===== src/rtl/lcd_bus_reader.sv =====
// lcd_bus_reader
// ----------------------------------------------------------------------------------------------
// Read-side engine for an HD44780-style (LCD1602) parallel bus. It runs RW=1 bus cycles to fetch
// either the busy flag / address counter (RS=0) or DDRAM/CGRAM data (RS=1). In poll mode
// (iPOLL with iRS=0) it repeats busy-flag reads, separated by an RW=0 gap, until BF (bit 7)
// reads back as 0. The display sequencer can then wait on oDONE instead of a fixed delay.
//
// Bus cycle shape per read: SETUP (RS/RW stable, EN low) -> EN_HIGH -> HOLD (RS/RW still stable,
// EN low) -> CHECK. Because RS/RW settle in SETUP, which lasts at least one cycle, EN never rises
// in the same cycle that RS/RW change.
//
// Parameters
//   T_SETUP    cycles RS/RW are stable before EN rises (>= 1)
//   T_EN       cycles EN is held high (>= 1)
//   T_HOLD     cycles RS/RW are held after EN falls (>= 1)
//   T_GAP      idle cycles (RW=0) between consecutive polls (>= 1)
//   MAX_POLLS  poll-attempt limit; only acts when LCD_RD_TIMEOUT_EN is defined
//
// Optional feature (macro LCD_RD_TIMEOUT_EN)
//   Defined:   polling gives up once the poll counter reaches MAX_POLLS while BF is still 1;
//              the transaction completes with oTIMEOUT=1 and oDATA holding the last byte.
//   Undefined: polling continues until BF clears; oTIMEOUT is tied to 0.
//
// Ports
//   iCLK         system clock
//   iRST         synchronous, active-high reset
//   iREQ         start request, sampled only while idle
//   iRS          register select for the request: 0 = BF/AC, 1 = data RAM
//   iPOLL        with iRS=0, repeat reads until BF=0
//   oBUSY        high in every state except idle
//   oDONE        one-cycle completion pulse
//   oDATA        last captured byte, valid with oDONE and held until the next oDONE
//   oTIMEOUT     valid with oDONE: poll limit reached (cleared on the next accept)
//   oBUS_REQ     high while the LCD drives the data pins; top level releases its drivers
//   LCD_DATA_IN  LCD data pins as seen by the FPGA
//   LCD_RS       register select to the LCD
//   LCD_RW       read/write to the LCD, 1 = read
//   LCD_EN       enable strobe to the LCD
// ----------------------------------------------------------------------------------------------

module lcd_bus_reader #(
  parameter int unsigned T_SETUP   = 4,
  parameter int unsigned T_EN      = 16,
  parameter int unsigned T_HOLD    = 4,
  parameter int unsigned T_GAP     = 32,
  parameter int unsigned MAX_POLLS = 255
) (
  input  logic       iCLK,
  input  logic       iRST,
  input  logic       iREQ,
  input  logic       iRS,
  input  logic       iPOLL,
  output logic       oBUSY,
  output logic       oDONE,
  output logic [7:0] oDATA,
  output logic       oTIMEOUT,
  output logic       oBUS_REQ,
  input  logic [7:0] LCD_DATA_IN,
  output logic       LCD_RS,
  output logic       LCD_RW,
  output logic       LCD_EN
);

  // ---------------------------------------------------------------------------------------------
  // Derived constants
  // ---------------------------------------------------------------------------------------------

  localparam int unsigned MaxSetupEn = (T_SETUP > T_EN) ? T_SETUP : T_EN;
  localparam int unsigned MaxHoldGap = (T_HOLD > T_GAP) ? T_HOLD : T_GAP;
  localparam int unsigned CntMax     = (MaxSetupEn > MaxHoldGap) ? MaxSetupEn : MaxHoldGap;
  // The counter only needs to reach CntMax-1 before the state changes.
  localparam int unsigned CntW       = (CntMax > 1) ? $clog2(CntMax) : 1;

  localparam logic [CntW-1:0] SetupLast = CntW'(T_SETUP - 1);
  localparam logic [CntW-1:0] EnLast    = CntW'(T_EN - 1);
  localparam logic [CntW-1:0] HoldLast  = CntW'(T_HOLD - 1);
  localparam logic [CntW-1:0] GapLast   = CntW'(T_GAP - 1);

  // The poll counter is 8 bits, so a limit above 255 behaves as 255.
  localparam logic [7:0] PollLimit = (MAX_POLLS > 255) ? 8'hFF : 8'(MAX_POLLS);

`ifdef LCD_RD_TIMEOUT_EN
  localparam bit TimeoutEn = 1'b1;
`else
  localparam bit TimeoutEn = 1'b0;
`endif

  // ---------------------------------------------------------------------------------------------
  // State and registers
  // ---------------------------------------------------------------------------------------------

  typedef enum logic [2:0] {
    StIdle,
    StSetup,
    StEnHigh,
    StHold,
    StCheck,
    StGap,
    StDone
  } state_e;

  state_e            state_q, state_d;
  logic [CntW-1:0]   cnt_q, cnt_d;
  logic              rs_q;
  logic              poll_q;
  logic [7:0]        cap_q;
  logic [7:0]        data_q;
  logic [7:0]        poll_cnt_q;

  logic              accept;
  logic              timed_state;
  logic              timer_done;
  logic              limit_hit;
  logic              check_timeout;

  assign accept = (state_q == StIdle) && iREQ;

  // Only reachable in poll mode with BF still set, so it is exactly the timeout condition.
  assign limit_hit     = TimeoutEn && (poll_cnt_q >= PollLimit);
  assign check_timeout = poll_q && cap_q[7] && limit_hit;

  // ---------------------------------------------------------------------------------------------
  // Per-state timer
  // ---------------------------------------------------------------------------------------------

  always_comb begin
    timed_state = 1'b0;
    timer_done  = 1'b0;
    case (state_q)
      StSetup: begin
        timed_state = 1'b1;
        timer_done  = (cnt_q == SetupLast);
      end
      StEnHigh: begin
        timed_state = 1'b1;
        timer_done  = (cnt_q == EnLast);
      end
      StHold: begin
        timed_state = 1'b1;
        timer_done  = (cnt_q == HoldLast);
      end
      StGap: begin
        timed_state = 1'b1;
        timer_done  = (cnt_q == GapLast);
      end
      default: begin
        timed_state = 1'b0;
        timer_done  = 1'b0;
      end
    endcase
  end

  // Restart from zero on every state entry; untimed states keep it parked at zero.
  always_comb begin
    if ((state_d != state_q) || !timed_state) begin
      cnt_d = '0;
    end else begin
      cnt_d = cnt_q + CntW'(1);
    end
  end

  // ---------------------------------------------------------------------------------------------
  // FSM: state register
  // ---------------------------------------------------------------------------------------------

  always_ff @(posedge iCLK) begin
    if (iRST) begin
      state_q <= StIdle;
      cnt_q   <= '0;
    end else begin
      state_q <= state_d;
      cnt_q   <= cnt_d;
    end
  end

  // ---------------------------------------------------------------------------------------------
  // FSM: next state
  // ---------------------------------------------------------------------------------------------

  always_comb begin
    state_d = state_q;
    case (state_q)
      StIdle: begin
        if (iREQ) state_d = StSetup;
      end
      StSetup: begin
        if (timer_done) state_d = StEnHigh;
      end
      StEnHigh: begin
        if (timer_done) state_d = StHold;
      end
      StHold: begin
        if (timer_done) state_d = StCheck;
      end
      StCheck: begin
        if (poll_q && cap_q[7] && !limit_hit) begin
          state_d = StGap;
        end else begin
          state_d = StDone;
        end
      end
      StGap: begin
        if (timer_done) state_d = StSetup;
      end
      StDone: begin
        state_d = StIdle;
      end
      default: begin
        state_d = StIdle;
      end
    endcase
  end

  // ---------------------------------------------------------------------------------------------
  // FSM: outputs
  // ---------------------------------------------------------------------------------------------

  always_comb begin
    oBUSY    = 1'b1;
    oDONE    = 1'b0;
    oBUS_REQ = 1'b0;
    LCD_RS   = 1'b0;
    LCD_RW   = 1'b0;
    LCD_EN   = 1'b0;
    case (state_q)
      StIdle: begin
        oBUSY = 1'b0;
      end
      StSetup, StHold: begin
        oBUS_REQ = 1'b1;
        LCD_RS   = rs_q;
        LCD_RW   = 1'b1;
      end
      StEnHigh: begin
        oBUS_REQ = 1'b1;
        LCD_RS   = rs_q;
        LCD_RW   = 1'b1;
        LCD_EN   = 1'b1;
      end
      StDone: begin
        oDONE = 1'b1;
      end
      default: begin
        oBUSY = 1'b1;
      end
    endcase
  end

  // ---------------------------------------------------------------------------------------------
  // Request latch, capture, result and poll counter
  // ---------------------------------------------------------------------------------------------

  always_ff @(posedge iCLK) begin
    if (iRST) begin
      rs_q       <= 1'b0;
      poll_q     <= 1'b0;
      cap_q      <= 8'h00;
      data_q     <= 8'h00;
      poll_cnt_q <= 8'h00;
    end else begin
      if (accept) begin
        rs_q       <= iRS;
        // Polling only makes sense on the busy flag; a data-RAM poll is a single read.
        poll_q     <= iPOLL & ~iRS;
        poll_cnt_q <= 8'h00;
      end else if ((state_q == StCheck) && (state_d == StGap) && (poll_cnt_q != 8'hFF)) begin
        poll_cnt_q <= poll_cnt_q + 8'd1;
      end

      // Sample on the last EN-high cycle, when the LCD output has had the full strobe to settle.
      if ((state_q == StEnHigh) && timer_done) begin
        cap_q <= LCD_DATA_IN;
      end

      // Loaded on entry to DONE so the byte is already valid during the oDONE pulse.
      if ((state_q == StCheck) && (state_d == StDone)) begin
        data_q <= cap_q;
      end
    end
  end

  assign oDATA = data_q;

  // ---------------------------------------------------------------------------------------------
  // Timeout flag
  // ---------------------------------------------------------------------------------------------

`ifdef LCD_RD_TIMEOUT_EN
  logic timeout_q;

  always_ff @(posedge iCLK) begin
    if (iRST) begin
      timeout_q <= 1'b0;
    end else if (accept) begin
      timeout_q <= 1'b0;
    end else if ((state_q == StCheck) && (state_d == StDone)) begin
      timeout_q <= check_timeout;
    end
  end

  assign oTIMEOUT = timeout_q;
`else
  logic unused_timeout;
  assign unused_timeout = check_timeout;
  assign oTIMEOUT       = 1'b0;
`endif

endmodule


===== config.mk =====
export PLATFORM = sky130hd
export DESIGN_NAME = lcd_bus_reader
export DESIGN_NICKNAME = d
export VERILOG_FILES = /design/src/rtl/lcd_bus_reader.sv
export SDC_FILE = /design/constraint.sdc
export NUM_CORES = 1
export LEC_CHECK = 0
export ABC_AREA = 1
export CAP_MARGIN = 20
export CORE_ASPECT_RATIO = 1.75
export CORE_UTILIZATION = 48
export CTS_CLUSTER_DIAMETER = 50
export DETAILED_ROUTE_END_ITERATION = 12
export GPL_TIMING_DRIVEN = 0
export PLACE_DENSITY = 0.74
export SKIP_CTS_REPAIR_TIMING = 1
export SYNTH_ARGS = -nofsm -noshare
export SYNTH_HDL_FRONTEND = slang
export SYNTH_SLANG_ARGS = --single-unit

===== constraint.sdc =====
create_clock -name iCLK -period 2.01 [get_ports iCLK]
set_input_delay 0.201 -clock iCLK [delete_from_list [all_inputs] [get_ports iCLK]]
set_output_delay 0.201 -clock iCLK [all_outputs]
set_load 0.005 [all_outputs]

# Word-level counts from Yosys, hierarchy flattened
# Cells that the tools add are included.
# word_totals
input_bits	13
out_inout_bits	15
register_bits	26
wordCells	45
# classes
mux	14
n_bitwise	2
reduce_logical	11
n_addsub	1
n_eq_ne	11
# op_table
operator	n
case mux 3 bit (6 select lines)	1
2-to-1 mux 3 bit	5
equality test 3 bit (second input constant)	4
equality test 3 x 2 -> 1 bit (second input constant)	2
2-to-1 mux 1 bit	6
adder 5 x 1 -> 5 bit (second input constant)	1
equality test 5 x 2 -> 1 bit (second input constant)	1
equality test 5 x 4 -> 1 bit (second input constant)	1
equality test 5 bit (second input constant)	1
logical AND 1 bit	4
OR reduction 2 bit	2
OR reduction 4 bit	1
equality test 3 x 1 -> 1 bit (second input constant)	1
logical NOT 3 bit	1
!= test 3 bit	1
case mux 1 bit (3 select lines)	1
OR reduction 3 bit	1
2-to-1 mux 2 bit	1
AND 1 bit	1
logical NOT 1 bit	1
logical OR 1 bit	1
NOT 1 bit	1

# Depth between registers and ports, before layout
# logic_depth
word_depth	8
depth_mapped	12
depth_no_buf	12

# Worst setup path after synthesis
# No wires, ideal clock.
# synth_path
path_kind	reg-to-reg
start	register state_q[2]
end	register cnt_q[2]
t_required_ns	1.894
stages_incl_launch_ff	11
arrival_ns	1.299
setup_ns	0.116
n_path_buf	1
slack_ns	0.595
period_less_slack_ns	1.415
path_cell_list	dfxtp_1 -> buf_2 -> nand4_1 -> nand2_2 -> nand4_2 -> nand3_1 -> nand2_1 -> nand2_1 -> inv_1 -> nand2_2 -> nor2_1
# synth_via
elab_chain_cells	8
word_cells_on_any_way	20
classes_between	eq/ne (6); mux (8); reduce/logical (6)
# synth_rtl
element	line_no	text
from (decl)	102	state_e state_q, state_d;
from (signal assigned)	168	state_q <= StIdle;
from (signal assigned)	171	state_q <= state_d;
equality test 3 x 1 -> 1 bit or equality test 3 x 2 -> 1 bit (tied branches)	129, 182	
OR reduction 2 bit (no line)	-	
case mux 1 bit (3 select lines)	129	case (state_q)
2-to-1 mux 3 bit (on tied branches)	-	
case mux 3 bit (6 select lines)	182	case (state_q)
!= test 3 bit	155	if ((state_d != state_q) || !timed_state) begin
logical OR 1 bit *	155	
OR reduction 2 bit (no line) *	-	
to (signal assigned)	172	cnt_q <= cnt_d;
to (decl)	103	logic [CntW-1:0] cnt_q, cnt_d;
# Mark *: on every way between the ends. The rest lies on a longest branch, timed or not.
# A chain may end at the register's enable or synchronous reset.

# Worst setup path after layout
# layout_path
start	register state_q[1]
end	output port oBUS_REQ
# layout_via
elab_chain_cells	3
word_cells_on_any_way	5
classes_between	eq/ne (3); mux (1); reduce/logical (1)
# layout_rtl
element	line_no	text
equality test 3 x 2 -> 1 bit or equality test 3 x 1 -> 1 bit (tied branches)	225	case (state_q)
OR reduction 3 bit (no line) *	-	
2-to-1 mux 1 bit *	225	
to (decl)	57	output logic oBUS_REQ,
# Marked as above.

==> impl_metrics.ini <==
[status]
outcome = completed

[hold_path]
hp-start = cap_q[2]
worstHoldPathCells = 2
hold_end = cap_q[2]
worstHoldPathType = flop to flop

[yosys]
syn-instance-count = 165
ys_seq_area_frac = 0.435
synth_top_area_share = 0.435
synth-edff-count = 0
synth_seq_cells = 26
synth_top_cell_by_area = dfxtp_1
synth-main-ff-cell = dfxtp_1
syn-cell-area_sq_mm = 0.00120
synth_common_cells = inv_1 (30), dfxtp_1 (26), nand2_1 (21), a21oi_1 (18), o21ai_0 (16)
avgSynthCellArea_sq_um = 7.25
synth_area_leaders = dfxtp_1 (44%), inv_1 (9.4%), a21oi_1 (7.5%), o21ai_0 (6.7%), nand2_1 (6.6%)
synthesis.nets = 179
post-synth-top-count-cell = inv_1
async_flop_share = 0
yosys_warnings = 0
ys_types = 28

[critical_path]
r2r_end = cnt_q[2]
worstSetupStartpointType = flop
crit_path_end_kind = primary output
worstReg2RegStart = state_q[1]
cp.required_ns = 1.81
crit_arrival_ns = 1.63
path_max_fanout = 7
reg2reg_depth = 10
critical_path_class = flop to primary output
ff2ff_setup_slack_ns = 0.31

[clocking]
clk_path_buf_depth = 2
cts_tree = done
clk_latency_ns = 0.26
cts_sinks = 26
cts_root_buffer = clkbuf_8
htreeDepth = 1
numCtsBuffers = 3
path_clk_slew_ns = 0.08

[timing]
tns_ns = 0
hold_viol = 0
min_period_over_period = 0.909
setup_violations = 0
finalClockSkew_ns = 0.00429
slew_violations = 0
rsz0062_at_grt = no
fmax_ghz = 0.547
min_period_ns = 1.83

[cells_and_area]
nFillCells = 216
diodes = 0
area_growth_pct = 29.0
drive_gt1_frac = 0.0923
final_util = 0.662
fin_nets = 210

[floorplan]
io_pins = 28
fp.dieH_um = 68.0
start_util = 0.513
die-area_sq_mm = 0.00270
die_width_um = 39.7
std_cell_rows = 23
design.core.area_sq_mm = 0.00233

[route]
antenna_left = 0
vias_per_cell = 5.04
first_iter_violations = 14
wl_met3_um = 58
wl_met1_um = 990
dr.pass1.iters = 4
wl_met2_mm = 1.39
totalWireLength_mm = 2.48
drc = 0
routedWlPerCell_um = 11.3
vias = 1109
top_layer = met4

[placement]
hpwl_mm = 1.98
gp_congestion = 0.789
port_buffers = 26

[grt]
antenna_found_initial = 0
grt_use_total = 0.198
grt_pass1_wl_mm = 3.80
grt_pass1_vias = 958
grt.overflow.total = 0
grt_max_degree = 15

[pwr]
power.density_mw_per_mm2 = 614
p_leak_nw = 0.639
peakVddDrop_v = 0.000560

[flow_run]
maxCapViolCount = 0
final cells by class:
| type | count | area [sq um] | area share |
|---|---|---|---|
| plain buffers | 8 | 41.3 | 0.0268 |
| clock buffers | 4 | 55.1 | 0.0357 |
| inverters | 32 | 120 | 0.0779 |
| multi-input cells | 99 | 514 | 0.333 |
| flip-flops and latches | 26 | 520 | 0.337 |
| well taps | 25 | 31.3 | 0.0203 |
| repair buffers | 26 | 260 | 0.169 |
logic make-up after synthesis:
| kind of cell | Yosys count | synth area share |
|---|---|---|
| other | 1 | 0.00314 |
| XOR/XNOR | 3 | 0.0220 |
| flip-flops | 26 | 0.435 |
| adder cells (fa/ha/maj) | 1 | 0.0105 |
| AO/OA/AOI/OAI | 38 | 0.165 |
| AND/OR/NAND/NOR | 56 | 0.229 |
| buffers and inverters | 40 | 0.135 |
worst max-delay path: stages (launching register included):
cell             delay, ns
dfxtp_1               0.50
nor2_2                0.13
nor2_1                0.14
buf_4                 0.12
clkdlybuf4s50_1       0.49
flip-flops by register name, indices dropped and copies added, names as in the netlist:
register	flops
cap_q	8
cnt_q	5
oDATA	8
poll_q	1
rs_q	1
state_q	3
per-stage QoR:
stage	hold WS [ns]	instances	setup slack, ns	total power [mW]	cell area [sq um]
3_3_place_gp	0.430	216	0.242	0.628	1490
6_report	0.447	220	0.183	0.947	1540
3_5_place_dp	0.434	216	0.203	0.630	1490
4_1_cts	0.447	220	0.188	0.948	1540
5_1_grt	0.468	220	0.0990	0.981	1540
2_1_floorplan	0.270	165	0.595	0.585	1200
worst max-delay path by stage:
stage	from	endpoint	slack, ns	cells past startpoint
after floorplan	state_q[2]	cnt_q[2]	0.60	10
final	state_q[1]	oBUS_REQ	0.18	4
after CTS	state_q[1]	oBUS_REQ	0.19	4
after global placement	iRST	cap_q[4]	0.24	6
after global routing	state_q[1]	cnt_q[0]	0.1	10
after detailed placement	iRST	cap_q[5]	0.20	6
cells in the final DEF (no fill, tap or decap), types with 4 or more instances in the layout:
cell type and instances:
nand3_1 10, clkdlybuf4s50_1 26, a21oi_1 18, clkbuf_8 4
nand4_1 5, o21ai_0 16, dfxtp_1 26, inv_1 30
nand2_1 21, nor2_1 9
layer usage:
metal | track usage | up-vias
met5 | 0 | -
met2 | 0.371 | 18
met4 | 0.0862 | 0
met3 | 0.0325 | 6
met1 | 0.198 | 500
li1 | - | 585
report_power, final:
group	total [mW]	switching [mW]	internal (mW)	leakage [nW]
Clock	0.329	0.154	0.175	0.0288
Combinational	0.0957	0.0459	0.0498	0.400
Sequential	0.523	0.00264	0.520	0.210
(Power assumes the default switching activity.)
